### config.mk
export PLATFORM = sky130hd
export DESIGN_NAME = seq_logic_unit
export DESIGN_NICKNAME = d
export VERILOG_FILES = /design/src/rtl/seq_logic_unit.sv
export SDC_FILE = /design/constraint.sdc
export NUM_CORES = 1
export LEC_CHECK = 0
export ABC_AREA = 1
export CORE_MARGIN = 2
export CORE_UTILIZATION = 55
export CTS_CLUSTER_SIZE = 8
export DETAILED_ROUTE_END_ITERATION = 8
export DONT_BUFFER_PORTS = 1
export HOLD_SLACK_MARGIN = 0.02
export PLACE_DENSITY = 0.74
export SYNTH_ARGS = -nofsm -noshare
export SYNTH_HDL_FRONTEND = slang
export SYNTH_SLANG_ARGS = --single-unit
### constraint.sdc
create_clock -name clk -period 1.4 [get_ports clk]
set_input_delay 0.21 -clock clk [delete_from_list [all_inputs] [get_ports clk]]
set_output_delay 0.21 -clock clk [all_outputs]
set_load 0.05 [all_outputs]
### src/rtl/seq_logic_unit.sv
// Slice-serial bitwise logic unit (AND/OR/XOR/NOR) with valid/ready request and result handshakes.
// Optional macro SEQ_LOGIC_FASTPATH_EN computes the whole word in a single BUSY edge.
module seq_logic_unit #(
  parameter int WIDTH = 32,
  parameter int SLICE = 8
) (
  input  logic             clk,
  input  logic             rst_n,
  input  logic             in_valid,
  output logic             in_ready,
  input  logic [WIDTH-1:0] in1,
  input  logic [WIDTH-1:0] in2,
  input  logic [1:0]       op,
  input  logic             enable,
  output logic             out_valid,
  input  logic             out_ready,
  output logic [WIDTH-1:0] out,
  output logic             zero,
  output logic             busy,
  output logic [1:0]       dbg_state
);

  localparam int NSLICE = WIDTH / SLICE;
  localparam int CW     = (NSLICE > 1) ? $clog2(NSLICE) : 1;

  typedef enum logic [1:0] {
    IDLE = 2'd0,
    BUSY = 2'd1,
    DONE = 2'd2
  } state_t;

  // Handshake: a request transfers on an edge with in_valid && in_ready; a result
  // transfers on an edge with out_valid && out_ready. Each valid/ready is ignored otherwise.
  state_t           state, state_n;
  logic [CW-1:0]    cnt;
  logic [WIDTH-1:0] a_q, b_q, full;
  logic [1:0]       op_q;
  logic             en_q;
  logic             accept;
  logic             last_slice;

  assign accept     = in_valid && (state == IDLE);
  assign last_slice = (cnt == CW'(NSLICE - 1));

  always_comb begin
    full = '0;
    case (op_q)
      2'b00:   full = a_q & b_q;
      2'b01:   full = a_q | b_q;
      2'b10:   full = a_q ^ b_q;
      default: full = ~(a_q | b_q);
    endcase
    if (!en_q) full = '0;
  end

  always_ff @(posedge clk or negedge rst_n) begin
    if (!rst_n) state <= IDLE;
    else        state <= state_n;
  end

  always_comb begin
    state_n = state;
    case (state)
      IDLE: if (in_valid) state_n = BUSY;
`ifdef SEQ_LOGIC_FASTPATH_EN
      BUSY: state_n = DONE;
`else
      BUSY: if (last_slice) state_n = DONE;
`endif
      DONE: if (out_ready) state_n = IDLE;
      default: state_n = IDLE;
    endcase
  end

  // Operands are frozen at accept so later input changes cannot disturb the operation.
  always_ff @(posedge clk or negedge rst_n) begin
    if (!rst_n) begin
      cnt   <= '0;
      out   <= '0;
      a_q   <= '0;
      b_q   <= '0;
      op_q  <= '0;
      en_q  <= 1'b0;
    end else if (accept) begin
      cnt   <= '0;
      out   <= '0;
      a_q   <= in1;
      b_q   <= in2;
      op_q  <= op;
      en_q  <= enable;
    end else if (state == BUSY) begin
`ifdef SEQ_LOGIC_FASTPATH_EN
      out <= full;
`else
      for (int k = 0; k < NSLICE; k++) begin
        if (cnt == CW'(k)) out[k*SLICE +: SLICE] <= full[k*SLICE +: SLICE];
      end
`endif
      // Saturate on the final slice so the counter never wraps within an operation.
      if (!last_slice) cnt <= cnt + 1'b1;
    end
  end

  assign in_ready  = (state == IDLE);
  assign busy      = (state == BUSY);
  assign out_valid = (state == DONE);
  assign zero      = ~|out;
  assign dbg_state = state;

endmodule

Word level (Yosys, flattened, before mapping)
Cells that the tools add are included.

Logic and storage cells: 58. Bits of input ports: 71. Bits in registers: 103. Output and inout bits: 38.

Bitwise logic cells: 4. Equality and inequality tests: 11. Add/sub/neg operators: 1. Reductions and logical operators: 17. Muxes and demuxes: 15.

Operators with widths (number): two-way mux 32 bit (3); case mux 32 bit (3 select lines) (1); AND 32 bit (1); two-way mux 8 bit (4); NOT 32 bit (1); OR 32 bit (1); OR reduction 32 bit (1); bitwise XOR 32 bit (1); two-way mux 2 bit (6); AND reduction 2 bit (5); nonzero test 2 bit (5); == test 2 bit (second input constant) (4); == test 2 x 1 -> 1 bit (second input constant) (3); zero test 2 bit (3); case mux 2 bit (3 select lines) (1); inequality test 2 x 1 -> 1 bit (second input constant) (2); inequality test 2 bit (second input constant) (2); AND reduction 3 bit (1); adder 2 x 1 -> 2 bit (second input constant) (1); logical AND 1 bit (1); zero test 1 bit (1).

Logic depth before layout (Yosys ltp)
Gate-level depths: netlist of run 1.

Depth after elaboration: 7. Gate-level depth with buffers: 8. Depth with buffers taken out: 7.

Worst setup path after synthesis of run 1
No wires, ideal clock.

Path kind: flip-flop to flip-flop. From: reg state[0], in the netlist dbg_state[0]. To: reg cnt[0]. Clock period less this slack: 2.015 ns. Buffers on the path: 1. Arrival time: 1.888 ns. Setup slack: -0.615 ns. Stages on the path, launching flop included: 7. Cells stage by stage: dfrtp_1 buf_6 inv_1 nor2_1 nand2_1 nand2_1 o21ai_0.

Elaborated cells on any way between the ends: 7. Classes of those cells: eq/ne: 2; mux: 1; reduce/logical: 4.

RTL lines: start: declaration (RTL line 34) `state_t state, state_n;`; start signal: assignment (RTL line 58) `else state <= state_n;`; == test 2 x 1 -> 1 bit; named net busy (RTL line 19) `output logic busy,`; nonzero test 2 bit (no line); AND reduction 2 bit (no line); end signal: assignment (RTL line 100) `if (!last_slice) cnt <= cnt + 1'b1;`; end: declaration (RTL line 35) `logic [CW-1:0] cnt;`.

The timed path passes the listed nets, and every way through them passes these cells. A chain may end at the register's enable or synchronous reset.

Worst setup path after layout of run 1
From: reg out[20]. To: out zero.

Cells in the longest elaborated chain, start to end: 2.

RTL lines: start: declaration (RTL line 17) `output logic [WIDTH-1:0] out,`; start signal: indexed assignment (RTL line 96) `if (cnt == CW'(k)) out[k*SLICE +: SLICE] <= full[k*SLICE +: SLICE];`; OR reduction 32 bit (RTL line 107) `assign zero = ~|out;`; zero test 1 bit (RTL line 107); end: declaration (RTL line 18) `output logic zero,`.

Every way passes these cells.

==> out/metrics.cfg, run 1 <==
[floorplan]
die_height_um=110.3
die-area_sq_mm=0.01217
fp.dieW_um=110.3
start_util_pct=56.88
core_area_sq_mm=0.01094
boundaryPins=109
core_rows=38

[sta]
final_max_slew_viol_count=0
timing.clock.skew_ps=5.702
final.hold.worst_slack_ps=-461.8
layout_worst_path_cycle_share_pct=120.8
setup_slack_ps=-290.6
timing.max_slew.rel_slack_pct=82.37
highest_clock_rate_ghz=0.5915
rsz0062_at_grt=true
timing.final.setup_violations=84
hold_viol=104
timing.final.crit_period_ps=1691
worst_slew_pin_slew_ps=261.6

[layout]
synthToLayoutAreaGrowth_pct=43.89
layout.cells.most_common_list=sky130_fd_sc_hd__inv_1, sky130_fd_sc_hd__nand3_1, sky130_fd_sc_hd__nor2_1
antenna_cells_inserted=0
layout.filler_cells=607
layout.cells.most_common=sky130_fd_sc_hd__inv_1
post_route_cells_drive_above_1_share_pct=32.50
final_nets=1051

[global_route]
wire_length_of_the_first_global_routing_pass_um=28210
maximum_number_of_pins_on_one_net_before_global_route_repair=104
grt_antenna_before_repair=0
grt_pass1_vias=5939
globalRoute.totalOverflow=0
grt_use_total_pct=30.58

[power]
seq_power_share_pct=22.7
comb_power_share_pct=66.9
power_density_mw_per_mm2=2574
swShare_pct=49.71
leakagePower_nw=4.426
power.switching_w=0.01145
peakVddDrop_v=0.001892
internal_power_w=0.01159
power.clock.fraction_pct=10.3

[logic_synthesis]
syn-mean-instance-area_sq_um=7.853
syn_nets=931
register_bit_count_reported_by_yosys=103
synth.cell_area_sq_mm=0.006220
ys_warn_count=0
synth.lib_cells_used.distinct=22
synth_seq_area_share_pct=41.44
syn_inst=792

[critical_path]
critical_path_fanouts_max=2
critPathCaptureType=output port
critical_path.startpoint=out[20]
crit_slowest_cell=sky130_fd_sc_hd__dfrtp_2
crit_path_cell_chain=nor2_2, nand2_2, nor2_4, nand2_2, nor2_4, buf_12
startpoint_of_the_worst_slack_reg_to_reg_timing_path=dbg_state[1]
critical_path.startpoint_type=flip-flop
cp.required_ps=1190
timing.critical_path.arrival_ps=1480
timing.setup.critical_path_class=reg -> out
crit_path_max_incr_delay_ps=420

[placement]
dp_worst_setup_slack_ps=-200.4
place.gp.congestion=0.8363
post-dp-hpwl_um=10090
numPortBuffers=0

[cts]
tritoncts=built
total_cts_buffers=9
cts.path.max_buffers=2
numClockSinks=103
clk_root_buffer_cell=sky130_fd_sc_hd__clkbuf_16
h-tree-depth=3
clock_latency_ps=360
clk_pin_slew_worst_paths_ps=70

[drt]
drc=0
route.detailed.vias_per_inst=5.709
routed_wl_um=20990
avgRoutedWirePerCell_um=19.86
dr_total_vias=6034
firstDrtPassIters=5
drtIter0Drc=393
number_of_nets_with_antenna_violations_after_routing=0

[outcome]
violations=negative hold slack, negative setup slack
outcome=finished, violations left

[min_path]
worst_hold_path_type=in -> async

[flow_run]
drv.max_cap_violation_count=0

[state kept, by name (all words and copies together) (netlist names)]
signal     flops
out           32
b_q           32
op_q           2
en_q           1
a_q           32
dbg_state      2
cnt            2
[cell families after synthesis]
| family | after synthesis | share of synthesized area (%) |
|---|---|---|
| and+or+nand+nor | 373 | 25.27 |
| adders and majority gates | 68 | 13.68 |
| DFF | 103 | 41.44 |
| AOI/OAI and AO/OA | 102 | 8.932 |
| buffers and inverters | 146 | 10.68 |
[worst paths after layout]
check / to / slack, ps / cells after the start
max in group asynchronous: dbg_state[0] / 1630 / 0
worst max register to register: out[20] / -130 / 8
worst max-delay path: zero / -290 / 6
worst min-delay path: out[27] / -460 / 0
worst min register to register: b_q[15] / 550 / 2
min in group clk: b_q[0] / 0 / 2
[critical path, delay by kind of cell, from the launching register on]
| kind | cells | cell delay, ps |
|---|---|---|
| simple gates | 5 | 550 |
| flops | 1 | 420 |
| buf+inv | 1 | 140 |
[power groups by stage]
stage               combinational (W)  sequential (W)  clock (W)
finish                         0.0154         0.00524    0.00238
global route                   0.0165         0.00538    0.00247
CTS                            0.0127         0.00513    0.00237
detailed placement             0.0107         0.00516          0
global placement               0.0103         0.00505          0
floorplan                     0.00661         0.00631          0
[what timing repair did]
item / CTS / global route
gates cloned: 10 / 13
hold buffers: 39 / 11
resized for setup: 87 / 145
pin swaps: 30 / 37
hold endpoints to repair: 142 / 114
setup buffers: 10 / 10
endpoints found under the setup margin: 85 / 96
[routing by layer]
metal | part of all wire [%] | GRT usage, %
met1 | 36 | 33.02
met2 | 53 | 55.21
met3 | 7.1 | 9.230
met4 | 4.4 | 13.21
met5 | 0 | 0
[stage by stage]
step	instances	setup TNS (ps)	area [sq um]	util (%)	total power, W
2_1_floorplan	792	-10300	6317	-	0.01292
3_3_place_gp	951	-3082	6715	61.41	0.01539
3_5_place_dp	951	-6145	6715	61.41	0.01586
4_1_cts	1026	-2169	7999	73.15	0.02023
5_1_grt	1057	-5890	8950	81.84	0.02437
6_report	1057	-4605	8950	81.84	0.02304
[synthesized netlist by cell type]
library cell / instances / share of area (%)
sky130_fd_sc_hd__a21oi_1: 58 / 4.7
sky130_fd_sc_hd__o21ai_0: 31 / 2.5
sky130_fd_sc_hd__inv_1: 102 / 6.2
sky130_fd_sc_hd__nor2_8: 1 / 0.32
sky130_fd_sc_hd__buf_4: 5 / 0.60
sky130_fd_sc_hd__inv_2: 6 / 0.36
sky130_fd_sc_hd__buf_2: 18 / 1.4
sky130_fd_sc_hd__a21boi_4: 1 / 0.30
sky130_fd_sc_hd__o31ai_1: 1 / 0.12
sky130_fd_sc_hd__o21ai_1: 3 / 0.24
sky130_fd_sc_hd__nand2_1: 115 / 6.9
sky130_fd_sc_hd__nor2_1: 152 / 9.2
sky130_fd_sc_hd__a21oi_2: 7 / 0.99
sky130_fd_sc_hd__buf_6: 10 / 1.8
sky130_fd_sc_hd__dfrtp_1: 103 / 41
sky130_fd_sc_hd__clkbuf_1: 5 / 0.30
sky130_fd_sc_hd__nand3_2: 4 / 0.64
sky130_fd_sc_hd__nor2_2: 1 / 0.10
sky130_fd_sc_hd__ha_1: 68 / 14
sky130_fd_sc_hd__o21bai_1: 1 / 0.12
sky130_fd_sc_hd__nand3_1: 98 / 7.9
sky130_fd_sc_hd__nand2_2: 2 / 0.20
[layout make-up]
| cell class | instances | area [sq um] | area share, % |
|---|---|---|---|
| Sequential cell | 103 | 2613 | 29.19 |
| Multi-Input combinational cell | 548 | 3735 | 41.73 |
| Clock inverter | 1 | 5.005 | 0.05592 |
| Timing Repair Buffer | 142 | 1712 | 19.12 |
| Clock buffer | 15 | 257.7 | 2.880 |
| Tap cell | 140 | 175.2 | 1.957 |
| Inverter | 108 | 452.9 | 5.061 |
Note: power is estimated with default switching activity, not from simulation.
==> inputs of run 2 (changes only) <==
--- a/config.mk
+++ b/config.mk
@@ -6,7 +6,6 @@
 export NUM_CORES = 1
 export LEC_CHECK = 0
 export ABC_AREA = 1
-export CORE_MARGIN = 2
 export CORE_UTILIZATION = 55
 export CTS_CLUSTER_SIZE = 8
 export DETAILED_ROUTE_END_ITERATION = 8
==> run 2 against run 1 <==
Effect of this change: the run still ends with negative hold slack, negative setup slack left; critical path depth is the same; total power increased by 9.6%; flip-flop and latch count unchanged; die area fell by 3.6%; sequential share of layout area is 1.6 points lower; wire length rose by 13%; clock-buffer cell count is 4 lower; cell area increased by 5.6%; setup slack worse by 43 ps; final cell count is essentially flat; register-to-register slack worse by 100 ps; first-iteration DRC count increased by 31%; critical endpoint unchanged; largest power group unchanged.
==> out/metrics.cfg, run 2 (same netlist as run 1, synthesis figures left out) <==
[layout]
synthToLayoutAreaGrowth_pct=52.00
layout.filler_cells=503  ; -17%
regArea_sq_mm=0.002613  ; unchanged
final_nets=1052  ; +0.095%
multi_input_comb_area_sq_mm=0.004054  ; +8.5%
antenna_cells_inserted=0  ; unchanged
biggestRegsByFlops=a_q (32), b_q (32), out (32)
post_route_cells_drive_above_1_share_pct=38.56  ; +6.1 points
layout.cells.most_common_list=sky130_fd_sc_hd__inv_1, sky130_fd_sc_hd__nand3_1, sky130_fd_sc_hd__dfrtp_1
final_instance_count_excl_fillers=1058  ; +0.095%
layout.cells.most_common=sky130_fd_sc_hd__inv_1
layout.core_utilization_pct=86.45  ; +4.6 points

[critical_path]
startpoint_of_the_worst_slack_reg_to_reg_timing_path=dbg_state[0]
timing.critical_path.arrival_ps=1520  ; +40 ps
crit_slowest_cell=sky130_fd_sc_hd__dfrtp_2
crit_path_max_incr_delay_ps=430  ; about the same
critPathCaptureType=output port
critical_path_fanouts_max=2  ; unchanged
cp.required_ps=1190  ; about the same
critPathBufInv=1  ; unchanged
crit_path_cell_chain=nor2_2, nand2_2, nor2_4, nand2_2, nor2_4, buf_12
timing.setup.critical_path_class=reg -> out
critical_path.startpoint_type=flip-flop
worst_path_dominant_cell_family=simple AND/OR/NAND/NOR gates
critical_path.reg2reg.endpoint=a_q[8]
reg2reg_setup_slack_ps=-230  ; -100 ps
worst_r2r_path_depth=9  ; +1

[placement]
placed_cells=952  ; +0.11%
numPortBuffers=0  ; unchanged
dp_worst_setup_slack_ps=-209.7  ; -9.303 ps
post-dp-hpwl_um=9721  ; -3.7%
place.gp.congestion=0.8330  ; -0.39%

[sta]
timing.final.setup_violations=97  ; +15%
worst_slew_pin_slew_ps=270.8  ; +9.105 ps
timing.final.crit_period_ps=1734  ; +43.03 ps
rsz0062_at_grt=true
final_max_slew_viol_count=0  ; unchanged
setup_slack_ps=-333.6  ; -43.03 ps
highest_clock_rate_ghz=0.5768  ; -2.5%
timing.max_slew.rel_slack_pct=81.76  ; -0.61 points
layout_worst_path_cycle_share_pct=123.8  ; +3.1 points
hold_viol=103  ; -0.96%
timing.clock.skew_ps=11.36  ; +5.661 ps
final.hold.worst_slack_ps=-450.2  ; +11.60 ps

[min_path]
worst_hold_path_type=in -> async

[drt]
drtIter0Drc=515  ; +31%
drc=0  ; unchanged
route.detailed.vias_per_inst=6.061  ; +6.2%
avgRoutedWirePerCell_um=22.35  ; +13%
number_of_nets_with_antenna_violations_after_routing=0  ; unchanged
dr_total_vias=6413  ; +6.3%
routed_wl_um=23650  ; +13%
firstDrtPassIters=6  ; +1

[outcome]
outcome=finished, violations left
violations=negative hold slack, negative setup slack

[cts]
clk_pin_slew_worst_paths_ps=80  ; about the same
clock_latency_ps=360  ; about the same
clk_root_buffer_cell=sky130_fd_sc_hd__clkbuf_16
h-tree-depth=3  ; unchanged
cts.path.max_buffers=2  ; unchanged
tritoncts=built
total_cts_buffers=9  ; unchanged
numClockSinks=103  ; unchanged

[global_route]
maximum_number_of_pins_on_one_net_before_global_route_repair=104  ; unchanged
grt_antenna_before_repair=0  ; unchanged
globalRoute.totalOverflow=0  ; unchanged
wire_length_of_the_first_global_routing_pass_um=30360  ; +7.6%
grt_use_total_pct=34.29  ; +3.7 points
grt_pass1_vias=6215  ; +4.6%

[floorplan]
die-area_sq_mm=0.01174  ; -3.6%
die_height_um=108.3  ; -1.8%
boundaryPins=109  ; unchanged
fp.dieW_um=108.3  ; -1.8%
core_area_sq_mm=0.01094  ; unchanged
core_rows=38  ; unchanged
start_util_pct=56.88  ; unchanged

[power]
peakVddDrop_v=0.002547  ; +35%
overall_power_after_layout_w=0.02526  ; +9.6%
leakagePower_nw=4.522  ; +2.2%
power_density_mw_per_mm2=2672  ; +3.8%

[flow_run]
drv.max_cap_violation_count=0  ; unchanged

run 2: cell types whose count changed in the layout (fill, tap and decap cells not counted), moves of 9 or more:
cell	before	now
sky130_fd_sc_hd__nor2_1	91	71
sky130_fd_sc_hd__buf_12	11	23
sky130_fd_sc_hd__a21oi_2	29	41
sky130_fd_sc_hd__nor2_4	27	56
sky130_fd_sc_hd__a21oi_1	34	16
sky130_fd_sc_hd__nor2_2	35	26
run 2: routing by layer:
| metal | GRT usage, % | vias up | part of all wire, % |
|---|---|---|---|
| met5 | 0 | - | 0 |
| met4 | 17.95 | 0 | 6.6 |
| met3 | 8.137 | 157 | 9.0 |
| met2 | 61.51 | 439 | 51 |
| met1 | 37.48 | 3074 | 33 |
| li1 | - | 2743 | - |
run 2: timing repair:
action / in CTS / in global routing
gates resized for setup: 179 / 170
cloned: 15 / 6
setup buffers: 21 / 16
pin swaps: 48 / 43
endpoints found under the hold margin: 135 / 114
hold buffers: 32 / 11
setup endpoints to repair: 77 / 92
run 2: report_power, final:
part | switching, W | leakage [nW] | internal [W] | total (W)
logic | 0.0105 | 3.19 | 0.00668 | 0.0171
clock network | 0.00118 | 0.156 | 0.00162 | 0.00280
registers | 0.000979 | 1.18 | 0.00434 | 0.00531
run 2: how the worst max path moves through the flow:
stage / start / end / slack (ps) / cells past startpoint
2_1_floorplan: dbg_state[0] / a_q[14] / -130 / 7
3_3_place_gp: dbg_state[1] / out[7] / -140 / 4
3_5_place_dp: dbg_state[1] / out[16] / -210 / 4
4_1_cts: out[8] / zero / -240 / 6
5_1_grt: out[20] / zero / -350 / 6
6_report: out[20] / zero / -330 / 6
run 2: final cells by class:
class | count | share of cell area [%]
Timing Repair Buffer | 145 | 19.44
Sequential cell | 103 | 27.63
Clock inverter | 5 | 0.8602
Multi-Input combinational cell | 546 | 42.88
Clock buffer | 11 | 2.567
Inverter | 108 | 4.764
Tap cell | 140 | 1.853
run 2: metrics by stage:
stage	instance area (sq um)	setup TNS, ps
global placement	6760	-3866
floorplan	6317	-10300
CTS	8638	-6501
finish	9454	-11710
detailed placement	6760	-6841
global route	9454	-13300
==> inputs of run 3 (changes only) <==
--- a/config.mk
+++ b/config.mk
@@ -12,6 +12,7 @@
 export DONT_BUFFER_PORTS = 1
 export HOLD_SLACK_MARGIN = 0.02
 export PLACE_DENSITY = 0.74
+export SLEW_MARGIN = 40
 export SYNTH_ARGS = -nofsm -noshare
 export SYNTH_HDL_FRONTEND = slang
 export SYNTH_SLANG_ARGS = --single-unit
==> run 3 against run 2 <==
Effect of this change: flip-flop and latch count unchanged; clock-buffer cell count increased by 1; non-clock buffer count increased by 10; highest routed layer unchanged; critical path depth unchanged; sequential share of layout area increased by 0.21 points; clock skew decreased by 1.9 ps; the run still ends with negative hold slack, negative setup slack left; first-iteration DRC count decreased by 11%; final cell count increased by 0.76%; register-to-register slack improved by 50 ps; clock power decreased by 13%; total power decreased by 6.0%.
==> out/metrics.cfg, run 3 (same netlist as run 1, synthesis figures left out) <==
[layout]
antenna_cells_inserted=0  ; unchanged
final_nets=1060  ; +0.76%
layout.cells.most_common_list=sky130_fd_sc_hd__inv_1, sky130_fd_sc_hd__nand3_1, sky130_fd_sc_hd__nor2_1
layout.core_utilization_pct=85.80  ; -0.65 points
layout.cells.most_common=sky130_fd_sc_hd__inv_1
post_route_cells_drive_above_1_share_pct=34.23  ; -4.3 points
biggestRegsByFlops=a_q (32), b_q (32), out (32)
postLayoutCellArea_sq_mm=0.009383  ; -0.75%
synthToLayoutAreaGrowth_pct=50.85

[critical_path]
critPathBufInv=1  ; unchanged
crit_path_cell_chain=nor2_1, nand2_1, nor2_2, nand2_2, nor2_4, buf_12
crit_path_max_incr_delay_ps=410  ; -20 ps
critical_path_fanouts_max=2  ; unchanged
critPathCaptureType=output port
worst_r2r_path_depth=10  ; +1
critical_path.startpoint_type=flip-flop
timing.critical_path.arrival_ps=1500  ; -20 ps
cp.required_ps=1190  ; about the same
critical_path.reg2reg.endpoint=out[24]
timing.setup.critical_path_class=reg -> out
crit_slowest_cell=sky130_fd_sc_hd__dfrtp_2
startpoint_of_the_worst_slack_reg_to_reg_timing_path=dbg_state[1]
reg2reg_setup_slack_ps=-180  ; +50 ps
worst_path_dominant_cell_family=simple AND/OR/NAND/NOR gates

[drt]
firstDrtPassIters=6  ; unchanged
routed_wl_um=22680  ; -4.1%
avgRoutedWirePerCell_um=21.28  ; -4.8%
number_of_nets_with_antenna_violations_after_routing=0  ; unchanged
route.detailed.vias_per_inst=5.947  ; -1.9%
dr_total_vias=6339  ; -1.2%
drtIter0Drc=457  ; -11%
drc=0  ; unchanged

[cts]
clk_root_buffer_cell=sky130_fd_sc_hd__clkbuf_16
numClockSinks=103  ; unchanged
clk_pin_slew_worst_paths_ps=70  ; about the same
clock_latency_ps=370  ; about the same
total_cts_buffers=9  ; unchanged
tritoncts=built
cts.path.max_buffers=2  ; unchanged
h-tree-depth=3  ; unchanged

[outcome]
outcome=finished, violations left
violations=negative hold slack, negative setup slack

[sta]
timing.clock.skew_ps=9.502  ; -1.861 ps
final_max_slew_viol_count=0  ; unchanged
final.hold.worst_slack_ps=-459.3  ; -9.126 ps
timing.final.crit_period_ps=1707  ; -26.26 ps
timing.final.setup_violations=99  ; +2.1%
hold_viol=103  ; unchanged
highest_clock_rate_ghz=0.5857  ; +1.5%
worst_slew_pin_slew_ps=290.7  ; +19.97 ps
timing.max_slew.rel_slack_pct=80.41  ; -1.3 points
setup_slack_ps=-307.4  ; +26.26 ps
layout_worst_path_cycle_share_pct=122.0  ; -1.9 points
rsz0062_at_grt=true

[flow_run]
drv.max_cap_violation_count=0  ; unchanged

[placement]
place.gp.congestion=0.8330  ; unchanged
numPortBuffers=0  ; unchanged
post-dp-hpwl_um=9884  ; +1.7%
placed_area_sq_mm=0.006775  ; +0.22%

[global_route]
grt_use_total_pct=35.50  ; +1.2 points
globalRoute.totalOverflow=0  ; unchanged
gr-usage-met1_pct=37.54  ; +0.068 points
grt_antenna_before_repair=0  ; unchanged
global_route.usage.met3_pct=10.91  ; +2.8 points
maximum_number_of_pins_on_one_net_before_global_route_repair=104  ; unchanged
global_route.peak_usage_layer=met2
use_met2_pct=65.20  ; +3.7 points
wire_length_of_the_first_global_routing_pass_um=31350  ; +3.3%
grt_pass1_vias=6465  ; +4.0%

[power]
overall_power_after_layout_w=0.02374  ; -6.0%
seq_power_share_pct=22.3  ; +1.3 points
power.clock.fraction_pct=10.3  ; -0.8 points
swShare_pct=50.49  ; +0.51 points
power.switching_w=0.01198  ; -5.1%
peakVddDrop_v=0.001833  ; -28%
comb_power_share_pct=67.4  ; -0.5 points
leakagePower_nw=4.523  ; about the same
power_density_mw_per_mm2=2530  ; -5.3%
internal_power_w=0.01175  ; -7.0%

[floorplan]
boundaryPins=109  ; unchanged
die_height_um=108.3  ; unchanged
fp.dieW_um=108.3  ; unchanged
core_rows=38  ; unchanged
core_area_sq_mm=0.01094  ; unchanged
start_util_pct=56.88  ; unchanged
die-area_sq_mm=0.01174  ; unchanged

[min_path]
worst_hold_path_type=in -> async

==> run 3: cell types whose count changed in the layout (fill, tap and decap cells not counted), moves of 7 or more <==
cell / before / now
sky130_fd_sc_hd__nor2_2: 26 / 15
sky130_fd_sc_hd__a21oi_1: 16 / 7
sky130_fd_sc_hd__nand2_2: 37 / 28
sky130_fd_sc_hd__dlygate4sd3_1: 43 / 66
sky130_fd_sc_hd__nor2_1: 71 / 82
sky130_fd_sc_hd__buf_12: 23 / 16
sky130_fd_sc_hd__buf_6: 15 / 6
sky130_fd_sc_hd__nand2_1: 67 / 75
==> run 3: per-layer routing <==
metal  share of wire, %  vias up
met4                5.2        0
li1                   -     2764
met5                  0        -
met1                 33     3080
met2                 52      384
met3                9.2      111
==> run 3: final cells by class <==
| class | instances | area [sq um] |
|---|---|---|
| Tap cell | 140 | 175.2 |
| Multi-Input combinational cell | 544 | 3956 |
| Sequential cell | 103 | 2613 |
| Clock buffer | 12 | 256.5 |
| Inverter | 108 | 445.4 |
| Timing Repair Buffer | 155 | 1917 |
| Clock inverter | 4 | 20.02 |
| Fill cell | 513 | 1553 |
==> run 3: worst max path at each step <==
stage	startpoint	endpoint	slack (ps)	cells past startpoint
6_report	out[15]	zero	-310	6
5_1_grt	out[10]	zero	-370	6
4_1_cts	out[11]	zero	-250	6
3_5_place_dp	dbg_state[1]	out[3]	-120	8
3_3_place_gp	dbg_state[1]	out[7]	-140	4
2_1_floorplan	dbg_state[0]	a_q[14]	-130	7
==> run 3: power groups by stage <==
stage          logic [W]  clock network [W]  registers (W)
2_1_floorplan    0.00661                  0        0.00631
3_3_place_gp      0.0105                  0        0.00507
3_5_place_dp      0.0109                  0        0.00518
4_1_cts           0.0137            0.00243        0.00513
5_1_grt           0.0169            0.00255        0.00540
6_report          0.0160            0.00245        0.00530
==> run 3: what timing repair did <==
action	4_1_cts	5_1_grt
endpoints found under the hold margin	162	110
hold buffers	59	7
buffers inserted	15	3
resized for setup	181	126
cloned	16	4
setup endpoints to repair	72	105
pin swaps	33	36
==> run 3: worst reg2reg max path, cell delays in order (launching register included) <==
cell and delay (ps):
sky130_fd_sc_hd__dfrtp_2 430, sky130_fd_sc_hd__buf_6 140, sky130_fd_sc_hd__nor2_8 90, sky130_fd_sc_hd__buf_12 170, sky130_fd_sc_hd__nand2_8 90, sky130_fd_sc_hd__buf_6 140
sky130_fd_sc_hd__buf_12 150, sky130_fd_sc_hd__nand2_8 80, sky130_fd_sc_hd__inv_8 60, sky130_fd_sc_hd__nand2_4 70, sky130_fd_sc_hd__nand2_1 60
==> run 3: through the flow <==
step                worst slack (ps)  setup TNS [ps]  std cells
floorplan                     -125.3          -10300        792
global placement              -139.9           -3866        952
detailed placement            -116.5           -3499        953
CTS                           -247.3           -8241       1058
global route                  -374.9          -11250       1066
finish                        -307.4           -8863       1066
==> RTL change 1, RTL diff (config.mk and constraints of run 3) <==
`WIDTH`: 32 -> 64.
--- a/src/rtl/seq_logic_unit.sv
+++ b/src/rtl/seq_logic_unit.sv
@@ -3,3 +3,3 @@
 module seq_logic_unit #(
-  parameter int WIDTH = 32,
+  parameter int WIDTH = 64,
   parameter int SLICE = 8
Ports: changed (resized in1, in2 and out); port bits go from 109 to 205. No check against the original RTL was run, so the function may have changed too.
==> RTL change 1 against run 3 <==
The flow still finishes with violations (hold timing, setup timing); power grew 69%; clock skew up 0.0042 ns; design area increased by 81%; sequential cell count grew 97; via count is 83% higher; worst setup slack lost 0.18 ns; synthesized area grew 90%; routed wire length is 78% higher.
==> RTL change 1: results (changes against run 3) <==
GRT
  • GRT Overall Usage: 0.333 (-0.0222)
  • First-pass GRT wire length: 57000 microns (+82%)
  • Largest net degree at the start of global routing: 201 (+93%)
  • Initial antenna violation count: 0 (unchanged)

Timing
  • Fin Setup TNS: -15.95 ns (-7.09 ns)
  • Worst hold slack: -0.541 ns (-0.0815 ns)
  • Endpoints failing setup: 171 (+73%)
  • Clock Skews: 0.0137 ns (+0.00419 ns)
  • Worst slew margin: 0.677 (-0.127)
  • Final Hold Fails: 200 (+94%)
  • Worst setup margin: -0.485 ns (-0.178 ns)

Critical path
  • CP peak stage delay: 0.42 ns
  • R2R Path End: a_q[56]
  • CP delay by family, top: simple AND/OR/NAND/NOR gates
  • Worst EP arrival: 1.68 ns (+0.18 ns)
  • Reg2Reg Launch Point: dbg_state[1]
  • Flop2flop setup slack: -0.18 ns (about the same)
  • Worst-path fanout max: 2 (unchanged)
  • Slowest CP cell: dfrtp_1
  • R2r worst-path depth: 9 (-1)

Cells and area
  • Nets: 2022 (+91%)
  • Antenna Cells: 0 (unchanged)
  • Biggest regs: a_q x64, b_q x64, out x64
  • Share of cells above drive strength 1: 0.245 (-0.0977)

Synthesis
  • Sequential-to-total area share from yosys stat: 0.423 (+0.00856)
  • Post-synth top cells: 465 x nand2_1, 222 x inv_1, 200 x dfrtp_1
  • Area contributors post-synth: dfrtp_1 42%, nand2_1 15%, ha_1 14%
  • Primary FF master, synth: dfrtp_1
  • Post-synth ARST share: 1.00 (unchanged)
  • Yosys synthesis warning count: 0 (unchanged)
  • Yosys cell types: 26 (+18%)
  • Post-Syn Nets: 1760 (+89%)

Route
  • Initial DRC count: 723 (+58%)
  • Pre-antenna DRT Iters: 6 (unchanged)
  • Routed wl met3: 3460 microns (+67%)
  • Detail Route met2 WL: 20600 microns (+74%)
  • Drt total wl: 40300 microns (+78%)
  • WL met1: 14300 microns (+89%)
  • Via-to-Cell Ratio: 5.68 (-4.5%)

Place
  • Post-DP HPWL: 19400 microns (+96%)
  • I/O Buffers: 0 (unchanged)
  • GPL Wtd Cong: 0.841 (+0.91%)
  • Dpl cell area: 12900 sq um (+91%)

Outcome
  • Outcome: complete, but fails checks
  • Failing checks: hold timing, setup timing

Power
  • Lkg Pwr: 8.62 nW (+91%)
  • IR drop worst, VDD: 0.00126 V (-31%)

Min path
  • Hold/Removal Path Class: in -> async

Clock network
  • Hold_buf cts: 132 (+120%)
  • H-tree Lvls: 4 (+1)
  • Skew-Pair Late Insertion Delay: 0.44 ns (+0.07 ns)
  • CTS max path bufs: 2 (unchanged)
  • Clk root buf: clkbuf_16
  • TritonCTS Buffers: 17 (+8)
RTL change 1: changes by cell type after synthesis, moves of 24 or more:
cell     change
nand2_1    +350
o21ai_1    +129
inv_1      +120
nor2_1     -118
dfrtp_1     +97
ha_1        +66
nand4_1     +60
a21oi_1     -50
o21ai_0     +34
buf_2       +24
nand3_1     -24
RTL change 1: how the worst max path moves through the flow:
stage	start	to	slack [ns]	cells after the start
floorplan	dbg_state[0]	a_q[63]	-0.18	7
global placement	dbg_state[1]	out[30]	-0.22	6
detailed placement	dbg_state[0]	out[30]	-0.29	5
CTS	out[36]	zero	-0.44	7
global route	out[30]	zero	-0.56	7
finish	out[35]	zero	-0.49	8
RTL change 1: cell families after synthesis:
logic type                 after synthesis  share of synthesized area
DFF                                    200                      0.423
buffers and inverters                  295                      0.105
AOI/OAI and AO/OA                      207                     0.0879
and+or+nand+nor                        655                      0.243
adders and majority gates              134                      0.142
RTL change 1: cell type report:
| cell class | instances | area (sq um) |
|---|---|---|
| clock buffers | 19 | 453 |
| clock inverters | 13 | 138 |
| fillers | 1214 | 4130 |
| inverters | 228 | 876 |
| multi-input cells | 997 | 6490 |
| flip-flops and latches | 200 | 5010 |
| well taps | 275 | 344 |
| repair buffers | 309 | 3650 |
RTL change 1: power breakdown:
part / internal, mW / switching, mW / total [mW]
sequential: 8.31 / 1.70 / 10.0
combinational: 9.47 / 15.6 / 25.0
clock: 2.60 / 2.44 / 5.04
RTL change 1: timing repair:
| action | in CTS | in global routing |
|---|---|---|
| setup buffers | 27 | 14 |
| cloned | 16 | 12 |
| endpoints found under the hold margin | 332 | 200 |
| setup endpoints to repair | 132 | 201 |
| pin swaps | 27 | 78 |
| resized for setup | 126 | 212 |
RTL change 1: metrics by stage:
step / hold slack, ns / util / total power [mW] / std cells / worst slack (ns)
5_1_grt: -0.555 / 0.804 / 42.6 / 2041 / -0.559
2_1_floorplan: -0.0856 / - / 22.9 / 1491 / -0.182
4_1_cts: -0.554 / 0.758 / 36.6 / 2022 / -0.437
3_3_place_gp: -0.0816 / 0.613 / 28.0 / 1815 / -0.224
6_report: -0.541 / 0.804 / 40.1 / 2041 / -0.485
3_5_place_dp: -0.0808 / 0.614 / 28.6 / 1816 / -0.290
RTL change 1: per-layer routing:
layer,vias up,track usage
met2,623,0.585
met4,0,0.167
li1,5248,-
met1,5546,0.377
met5,-,0
met3,174,0.0776
==> RTL change 2, RTL diff (config.mk and constraints of run 3) <==
Without the edit above. Reset style: synchronous (`rst_n`), changed in 2 clocked blocks.
--- a/src/rtl/seq_logic_unit.sv
+++ b/src/rtl/seq_logic_unit.sv
@@ -55,3 +55,3 @@
 
-  always_ff @(posedge clk or negedge rst_n) begin
+  always_ff @(posedge clk) begin
     if (!rst_n) state <= IDLE;
@@ -75,3 +75,3 @@
   // Operands are frozen at accept so later input changes cannot disturb the operation.
-  always_ff @(posedge clk or negedge rst_n) begin
+  always_ff @(posedge clk) begin
     if (!rst_n) begin
Behaviour: differs if rst_n is asserted again (counterexample within 4 cycles, from zero or initial values and one cycle with rst_n low); with rst_n held inactive, the same outputs for 10 cycles.
==> RTL change 2 against run 3 <==
The run ends with setup timing left; design area decreased by 23%; fmax grew 3.3%; sequential cell count unchanged; routed wire length is 34% lower; count of clock-buffer cells in the layout increased by 1; worst setup slack better by 0.054 ns; synthesized area up 1.0%; highest routed layer unchanged.
Power is not compared: it rests on default switching activity, and its combinational part moved more than twofold at a synthesized area within 25%.
==> RTL change 2: results (changes against run 3) <==
Timing
  • Fin Setup TNS: -0.253 ns (+8.61 ns)
  • Endpoints failing setup: 1 (-99%)
  • Clock Skews: 0.00688 ns (-0.00263 ns)
  • Worst setup margin: -0.253 ns (+0.0541 ns)

Cells and area
  • Fraction of standard cell area in multi-input logic: 0.500 (+0.0783)
  • Inverters: 105 (-2.8%)
  • Layout non-clock buf frac: 0.0866 (-0.118)
  • Clock Network Area Fraction: 0.0408 (+0.0113)
  • Nets: 959 (-9.5%)
  • Fill cells: 936 (+82%)
  • Clk_buf instances: 13 (+1)
  • Finished Cell Area: 7210 sq um (-23%)
  • Comb_multi_in: 542 (-0.37%)

GRT
  • Met1 Use GR: 0.286 (-0.0892)
  • First-pass GRT wire length: 23900 microns (-24%)
  • Initial antenna violation count: 1 (+1)
  • Met3 usage: 0.0825 (-0.0266)
  • GRT Overall Usage: 0.263 (-0.0916)

Route
  • Routed wl met3: 1180 microns (-43%)
  • Detail Route met2 WL: 7460 microns (-37%)
  • Pre-antenna DRT Iters: 4 (-2)
  • DR vias: 5235 (-17%)
  • WL met1: 5910 microns (-22%)

Critical path
  • Critical Path Start: out[12]

Place
  • Placed cells: 942 (-1.2%)
  • Pre-CTS setup slack: 0.0121 ns (+0.129 ns)
  • GPL Wtd Cong: 0.769 (-7.7%)

Synthesis
  • Post-synth ARST share: 0 (-1.00)
  • Primary FF master, synth: dfxtp_1
  • Post-synth top cells: 103 x dfxtp_1, 103 x inv_1, 82 x o21ai_1
  • Sequential-to-total area share from yosys stat: 0.328 (-0.0863)
  • Yosys cell types: 25 (+14%)
  • Compound-gate portion of the synthesized area: 0.208 (+0.119)
  • Area contributors post-synth: dfxtp_1 33%, ha_1 14%, a21oi_2 11%

Outcome
  • Failing checks: setup timing
  • Outcome: complete, but fails checks

Clock network
  • Post-cts sizing count: 9 (-95%)
  • Hold_buf cts: 4 (-93%)

Min path
  • Hold/Removal Path Class: in -> reg
RTL change 2: cell count changes in the layout (fill, tap and decap cells not counted), sizes merged, moves of 4 or more:
cell         before  now
dfxtp             0  103
dlygate4sd3      66    3
o21ai            34   99
nor2            154   90
nand4             0    6
nand2           118  111
nand3           102   65
dfrtp           103    0
a21oi            65  101
clkinv            4    0
buf              85   56
RTL change 2: critical path, stage by stage, from the launching register on:
cell and delay (ns):
dfxtp_2 0.33, nor2_2 0.11, nand2_1 0.07, nor2_2 0.13, nand2_2 0.10, nor3_4 0.18, buf_12 0.17
RTL change 2: path summary, 6_finish.rpt:
check | end | slack [ns] | depth (start not counted)
worst min register to register | a_q[24] | 0.49 | 2
worst min-delay path | a_q[31] | 0.03 | 2
worst max register to register | out[9] | 0.07 | 6
worst max-delay path | zero | -0.25 | 6
